===== config.mk =====
export PLATFORM = sky130hd
export DESIGN_NAME = if_prefetch_queue_flat
export DESIGN_NICKNAME = d
export VERILOG_FILES = /design/src/rtl/scc_pkg.sv /design/src/rtl/if_prefetch_queue_if.sv /design/src/rtl/scc_sync_fifo.sv /design/src/rtl/if_prefetch_queue.sv /design/src/flat_wrapper.sv
export SDC_FILE = /design/constraint.sdc
export NUM_CORES = 1
export LEC_CHECK = 0
export BUFFER_PORTS_ARGS = -buffer_cell sky130_fd_sc_hd__buf_2
export CORE_UTILIZATION = 63
export DETAILED_ROUTE_END_ITERATION = 16
export GPL_TIMING_DRIVEN = 0
export PLACE_DENSITY_LB_ADDON = 0.08
export SYNTH_ARGS = -nofsm -noshare
export SYNTH_HDL_FRONTEND = slang
export SYNTH_SLANG_ARGS = --single-unit

===== constraint.sdc =====
create_clock -name clk -period 7.4 [get_ports clk]
set_clock_uncertainty 0.05 [all_clocks]
set_input_delay 0.74 -clock clk [delete_from_list [all_inputs] [get_ports clk]]
set_output_delay 0.74 -clock clk [all_outputs]
set_load 0.02 [all_outputs]

===== src/rtl/scc_pkg.sv =====
// Shared fetch-path types and widths, used by the prefetch queue and its FIFO.
package scc_pkg;

    localparam int unsigned INSTR_W = 32;
    localparam int unsigned ADDR_W  = 32;

    localparam logic [ADDR_W-1:0] RESET_PC_DEFAULT = 32'h0000_0000;

    typedef struct packed {
        logic [ADDR_W-1:0]  pc;
        logic [INSTR_W-1:0] word;
    } fetch_entry_t;

endpackage


===== src/rtl/if_prefetch_queue_if.sv =====
// Instruction-memory and decode-side signals of the fetch front end.
interface if_prefetch_queue_if;
    import scc_pkg::*;

    logic [ADDR_W-1:0]  imem_addr;
    logic               imem_req;
    logic [INSTR_W-1:0] imem_rdata;
    logic               redirect;
    logic [ADDR_W-1:0]  redirect_pc;
    logic [INSTR_W-1:0] instr;
    logic [ADDR_W-1:0]  instr_pc;
    logic               instr_valid;
    logic               instr_ready;

    modport master (
        output imem_addr, imem_req, instr, instr_pc, instr_valid,
        input  imem_rdata, redirect, redirect_pc, instr_ready
    );

    modport slave (
        input  imem_addr, imem_req, instr, instr_pc, instr_valid,
        output imem_rdata, redirect, redirect_pc, instr_ready
    );

endinterface


===== src/rtl/scc_sync_fifo.sv =====
// Generic synchronous FIFO with flush; head entry is visible without a pop.
module scc_sync_fifo #(
    parameter int unsigned WIDTH = 64,
    parameter int unsigned DEPTH = 4
) (
    input  logic                     clk,
    input  logic                     rst_n,
    input  logic                     push,
    input  logic [WIDTH-1:0]         push_data,
    input  logic                     pop,
    input  logic                     flush,
    output logic [WIDTH-1:0]         head_data,
    output logic                     full,
    output logic                     empty,
    output logic [$clog2(DEPTH):0]   count
);

    localparam int unsigned PTR_W = $clog2(DEPTH);

    logic [WIDTH-1:0] mem [DEPTH];
    logic [PTR_W-1:0] head;
    logic [PTR_W-1:0] tail;
    logic             do_pop;

    assign empty     = (count == '0);
    assign full      = (count == (PTR_W+1)'(DEPTH));
    assign do_pop    = pop & ~empty;
    assign head_data = mem[head];

    // NOTE: storage has no reset; only pointers and count define what is valid.
    always_ff @(posedge clk) begin
        if (push && !flush) begin
            mem[tail] <= push_data;
        end
    end

    always_ff @(posedge clk or negedge rst_n) begin
        if (!rst_n) begin
            head  <= '0;
            tail  <= '0;
            count <= '0;
        end else if (flush) begin
            head  <= '0;
            tail  <= '0;
            count <= '0;
        end else begin
            if (push)   tail <= tail + 1'b1;
            if (do_pop) head <= head + 1'b1;
            case ({push, do_pop})
                2'b10:   count <= count + 1'b1;
                2'b01:   count <= count - 1'b1;
                default: count <= count;
            endcase
        end
    end

endmodule


===== src/rtl/if_prefetch_queue.sv =====
// Fetch front end: owns the PC, issues sequential fetches and queues returned words for decode.
module if_prefetch_queue
    import scc_pkg::*;
#(
    parameter int unsigned       DEPTH    = 4,
    parameter logic [ADDR_W-1:0] RESET_PC = RESET_PC_DEFAULT,
    parameter int unsigned       PC_INC   = 4
) (
    input  logic                 clk,
    input  logic                 reset,
    if_prefetch_queue_if.master  bus
);

    localparam int unsigned CNT_W = $clog2(DEPTH) + 1;

    logic [ADDR_W-1:0] fetch_pc;
    logic [ADDR_W-1:0] inflight_pc;
    logic              inflight_v;
    logic [CNT_W-1:0]  count;
    logic [CNT_W:0]    occupancy;
    logic              issue;
    logic              push;
    logic              pop;
    logic              empty;
    logic              full;
    fetch_entry_t      push_entry;
    fetch_entry_t      head_entry;
    fetch_entry_t      hold_entry;

    // Counting the in-flight slot reserves room for its return before issuing.
    assign occupancy  = {1'b0, count} + {{CNT_W{1'b0}}, inflight_v};
    assign issue      = reset & ~bus.redirect & (occupancy < (CNT_W+1)'(DEPTH));
    assign push       = inflight_v & ~bus.redirect;
    assign pop        = bus.instr_ready & ~empty;
    assign push_entry = '{pc: inflight_pc, word: bus.imem_rdata};

    always_ff @(posedge clk or negedge reset) begin
        if (!reset) begin
            fetch_pc    <= RESET_PC;
            inflight_v  <= 1'b0;
            inflight_pc <= '0;
            hold_entry  <= '0;
        end else begin
            if (bus.redirect) begin
                fetch_pc <= bus.redirect_pc;
            end else if (issue) begin
                fetch_pc <= fetch_pc + ADDR_W'(PC_INC);
            end
            inflight_v <= issue;
            if (issue) inflight_pc <= fetch_pc;
            // Remembers the last head shown so outputs hold once the queue drains.
            if (!empty) hold_entry <= head_entry;
        end
    end

    scc_sync_fifo #(
        .WIDTH ($bits(fetch_entry_t)),
        .DEPTH (DEPTH)
    ) u_fifo (
        .clk       (clk),
        .rst_n     (reset),
        .push      (push),
        .push_data (push_entry),
        .pop       (pop),
        .flush     (bus.redirect),
        .head_data (head_entry),
        .full      (full),
        .empty     (empty),
        .count     (count)
    );

    assign bus.imem_addr   = fetch_pc;
    assign bus.imem_req    = issue;
    assign bus.instr_valid = ~empty;
    assign bus.instr       = empty ? hold_entry.word : head_entry.word;
    assign bus.instr_pc    = empty ? hold_entry.pc   : head_entry.pc;

    a_no_overflow: assert property (@(posedge clk) disable iff (!reset) push |-> !full);

endmodule


===== src/flat_wrapper.sv =====
// flat-port wrapper written by rule: the top's interface ports become plain ports
module if_prefetch_queue_flat import scc_pkg::*;
#(
    parameter int unsigned       DEPTH    = 4,
    parameter logic [ADDR_W-1:0] RESET_PC = RESET_PC_DEFAULT,
    parameter int unsigned       PC_INC   = 4
)
  (clk, reset, bus_imem_addr, bus_imem_req, bus_instr, bus_instr_pc, bus_instr_valid, bus_imem_rdata, bus_redirect, bus_redirect_pc, bus_instr_ready);
  if_prefetch_queue_if bus_i ();
  input  logic clk;
  input  logic reset;
  output wire logic [$bits(bus_i.imem_addr)-1:0] bus_imem_addr;
  output wire logic [$bits(bus_i.imem_req)-1:0] bus_imem_req;
  output wire logic [$bits(bus_i.instr)-1:0] bus_instr;
  output wire logic [$bits(bus_i.instr_pc)-1:0] bus_instr_pc;
  output wire logic [$bits(bus_i.instr_valid)-1:0] bus_instr_valid;
  input wire logic [$bits(bus_i.imem_rdata)-1:0] bus_imem_rdata;
  input wire logic [$bits(bus_i.redirect)-1:0] bus_redirect;
  input wire logic [$bits(bus_i.redirect_pc)-1:0] bus_redirect_pc;
  input wire logic [$bits(bus_i.instr_ready)-1:0] bus_instr_ready;
  assign bus_imem_addr = bus_i.imem_addr;
  assign bus_imem_req = bus_i.imem_req;
  assign bus_instr = bus_i.instr;
  assign bus_instr_pc = bus_i.instr_pc;
  assign bus_instr_valid = bus_i.instr_valid;
  assign bus_i.imem_rdata = bus_imem_rdata;
  assign bus_i.redirect = bus_redirect;
  assign bus_i.redirect_pc = bus_redirect_pc;
  assign bus_i.instr_ready = bus_instr_ready;
  if_prefetch_queue #(.DEPTH(DEPTH), .RESET_PC(RESET_PC), .PC_INC(PC_INC)) u_core (.clk(clk), .reset(reset), .bus(bus_i));
endmodule

==> reports/results.ini <==
[synthesis]
synthFlopType = edfxtp_1
synth_seq_cells = 392
syn_area_mm2 = 0.0151
synth_area_leaders = edfxtp_1 (51%), dfrtp_1 (23%), mux4_2 (9.6%)
yosysTopAreaCell = edfxtp_1
yosysTopAreaCellShare = 0.509
synth_cell_types = 54
synth_warnings = 0
ys_seq_area_frac = 0.735
synth_edf_count = 256
synth_area_per_cell_um2 = 17.4
syn_nets = 941
syn_inst = 867
async_reset_ff_frac = 0.347

[placed_design]
place.port_buffers = 164
place_congestion = 0.888
dp_hpwl_um = 19200
place_inst = 1355

[finish]
layout.nets = 1151
antennaDiodeCount = 0
area_delta_synth_final_pct = 17.1
final_cell_mix = edfxtp_1 (256), buf_2 (171), dfrtp_1 (136)
fillCellCount = 1430
final_common_cell = edfxtp_1
drive_gt1_frac = 0.337
fin_cells = 1425

[clocking]
cts_inserted_buffers = 39
clock-sinks = 392
clk_transition_reported_paths_ns = 0.06
clock_latency_ns = 0.52
htree_num_levels = 2
cts_root_buf = clkbuf_16
cts.repair.resized = 0
holdBufCountCts = 0
tritoncts = built
cts_max_path_buffers = 3
cts_setup_buffers = 0

[drt]
routed_wirelength_um = 30800
drc = 0
avgRoutedWirePerCell_um = 21.6
drt_iter0_markers = 832
first_pass_iters = 6
vias = 8479
drt-vias-per-instance = 5.95
postRouteAntennaNets = 0

[sta]
fin_crit_sh = 0.610
setup_viol = 0
worst_pin_slew_ns = 0.947
tns_ns = 0
hold_viol_final = 0
rsz0062_at_grt = no
maxSlewHeadroom = 0.369
fin_crit_ns = 4.52
drv_slew = 0
fmax_ghz = 0.221

[floorplan]
rows = 56
initial_utilization = 0.643
core_area_mm2 = 0.0235
die_x_um = 157
dieArea_mm2 = 0.0246
num_io_pins = 166
die_h_um = 157

[power]
p_int_w = 0.00467
switchingPower_w = 0.00217
power_frac_seq = 0.434
clockPowerShare = 0.271
powerDensity_mw_per_mm2 = 387
comb_power_share = 0.295
peakVddDrop_v = 0.000240
swShare = 0.317
p_leak_nw = 6.67
power.total_w = 0.00684

[worst_setup_path]
crit_path_frequent_cell = clkbuf_1
crit_buf_inv = 6
cp-end-kind = output pin
crit_type = in -> out
path_cells = buf_6 > buf_16 > nand3_1 > clkinv_1 > clkbuf_1 > clkbuf_1 > buf_2
critPathRequiredTime_ns = 6.61
worstPathArrival_ns = 3.73
slowest_delay_ns = 0.54
cp-startpoint = reset
crit_slowest_cell = clkbuf_1
critPathTopFamily = buffers and inverters
reg2reg_depth = 8
start_kind = input pin
crit_fanout = 91
reg2reg_slack_ns = 4.65
r2r-end = u_core.bus.imem_addr[10]
r2r_start = u_core.inflight_v

[job]
drv_cap = 0

[global_routing]
grt_pass1_wl_um = 48000
grt-ovfl-total = 0
grt_max_degree = 92
antenna_found_initial = 0
grt_util_all_layers = 0.263
grt_pass1_vias = 8643

[status]
status = finished clean

[worst_hold_path]
hp-class = in -> async

## routing by layer
layer	vias up	global-route usage	wire (um)	part of all wire
met5	-	0	0	0
met4	0	0.0710	464	0.015
met3	42	0.0451	2050	0.067
met2	345	0.417	15200	0.49
met1	4330	0.384	13000	0.42
li1	3762	-	-	-
## state kept, by name, indices dropped and copies added, names as in the netlist
signal,cells
u_core.hold_entry,64
u_core.bus.imem_addr,32
u_core.u_fifo.count,3
u_core.u_fifo.mem,256
u_core.inflight_v,1
u_core.u_fifo.tail,2
u_core.u_fifo.head,2
u_core.inflight_pc,32
## cells in the mapped netlist (5+ instances only)
master    number
a21oi_1        7
a221o_1        6
and2_1         6
and3_1         5
buf_1          6
buf_2          8
clkbuf_1      29
dfrtp_1      136
edfxtp_1     256
ha_1           5
inv_1         10
mux2_2        66
mux4_2        64
nand2_1      125
nand3_1       16
nand4_1        7
nor2_1        19
o21ai_0       22
o311ai_0      10
## cells by family after synthesis
logic type               share of synthesized area
adder cells (fa/ha/maj)                    0.00547
multiplexers                                 0.146
buffers and inverters                       0.0141
AND/OR/NAND/NOR                             0.0631
AO/OA/AOI/OAI                               0.0315
XOR/XNOR                                   0.00464
flip-flops                                   0.735
## cell type report
cell class / count / area (um2) / share of cell area
plain buffers: 43 / 171 / 0.00970
clock buffers: 56 / 1100 / 0.0624
clock inverters: 14 / 105 / 0.00595
inverters: 11 / 41.3 / 0.00234
multi-input cells: 421 / 3790 / 0.215
flip-flops and latches: 392 / 11100 / 0.628
well taps: 319 / 399 / 0.0226
repair buffers: 169 / 965 / 0.0546
## power groups by stage
stage               Combinational, W  Clock, W  Sequential, W
floorplan                    0.00139         0        0.00296
global placement             0.00199         0        0.00298
detailed placement           0.00203         0        0.00300
CTS                          0.00205   0.00188        0.00297
global route                 0.00218   0.00197        0.00301
finish                       0.00202   0.00185        0.00297
## through the flow
step	instance area, um2	utilization	setup slack, ns	hold slack [ns]
after global routing	17700	0.753	2.65	0.153
after detailed placement	16500	0.701	2.87	0.431
after global placement	16300	0.695	0.341	0.426
after floorplan	15100	-	4.27	0.394
final	17700	0.753	2.88	0.132
after CTS	17700	0.753	2.89	0.140
## worst max path at each step
stage                              end  slack, ns  cells past startpoint
6_report                  bus_imem_req       2.88                      7
5_1_grt                   bus_imem_req       2.65                      7
4_1_cts                   bus_imem_req       2.89                      7
3_5_place_dp              bus_imem_req       2.87                      7
3_3_place_gp              bus_imem_req       0.34                      6
2_1_floorplan  u_core.u_fifo.mem[0][0]       4.27                      3
Power figures use the tool's default switching activity.
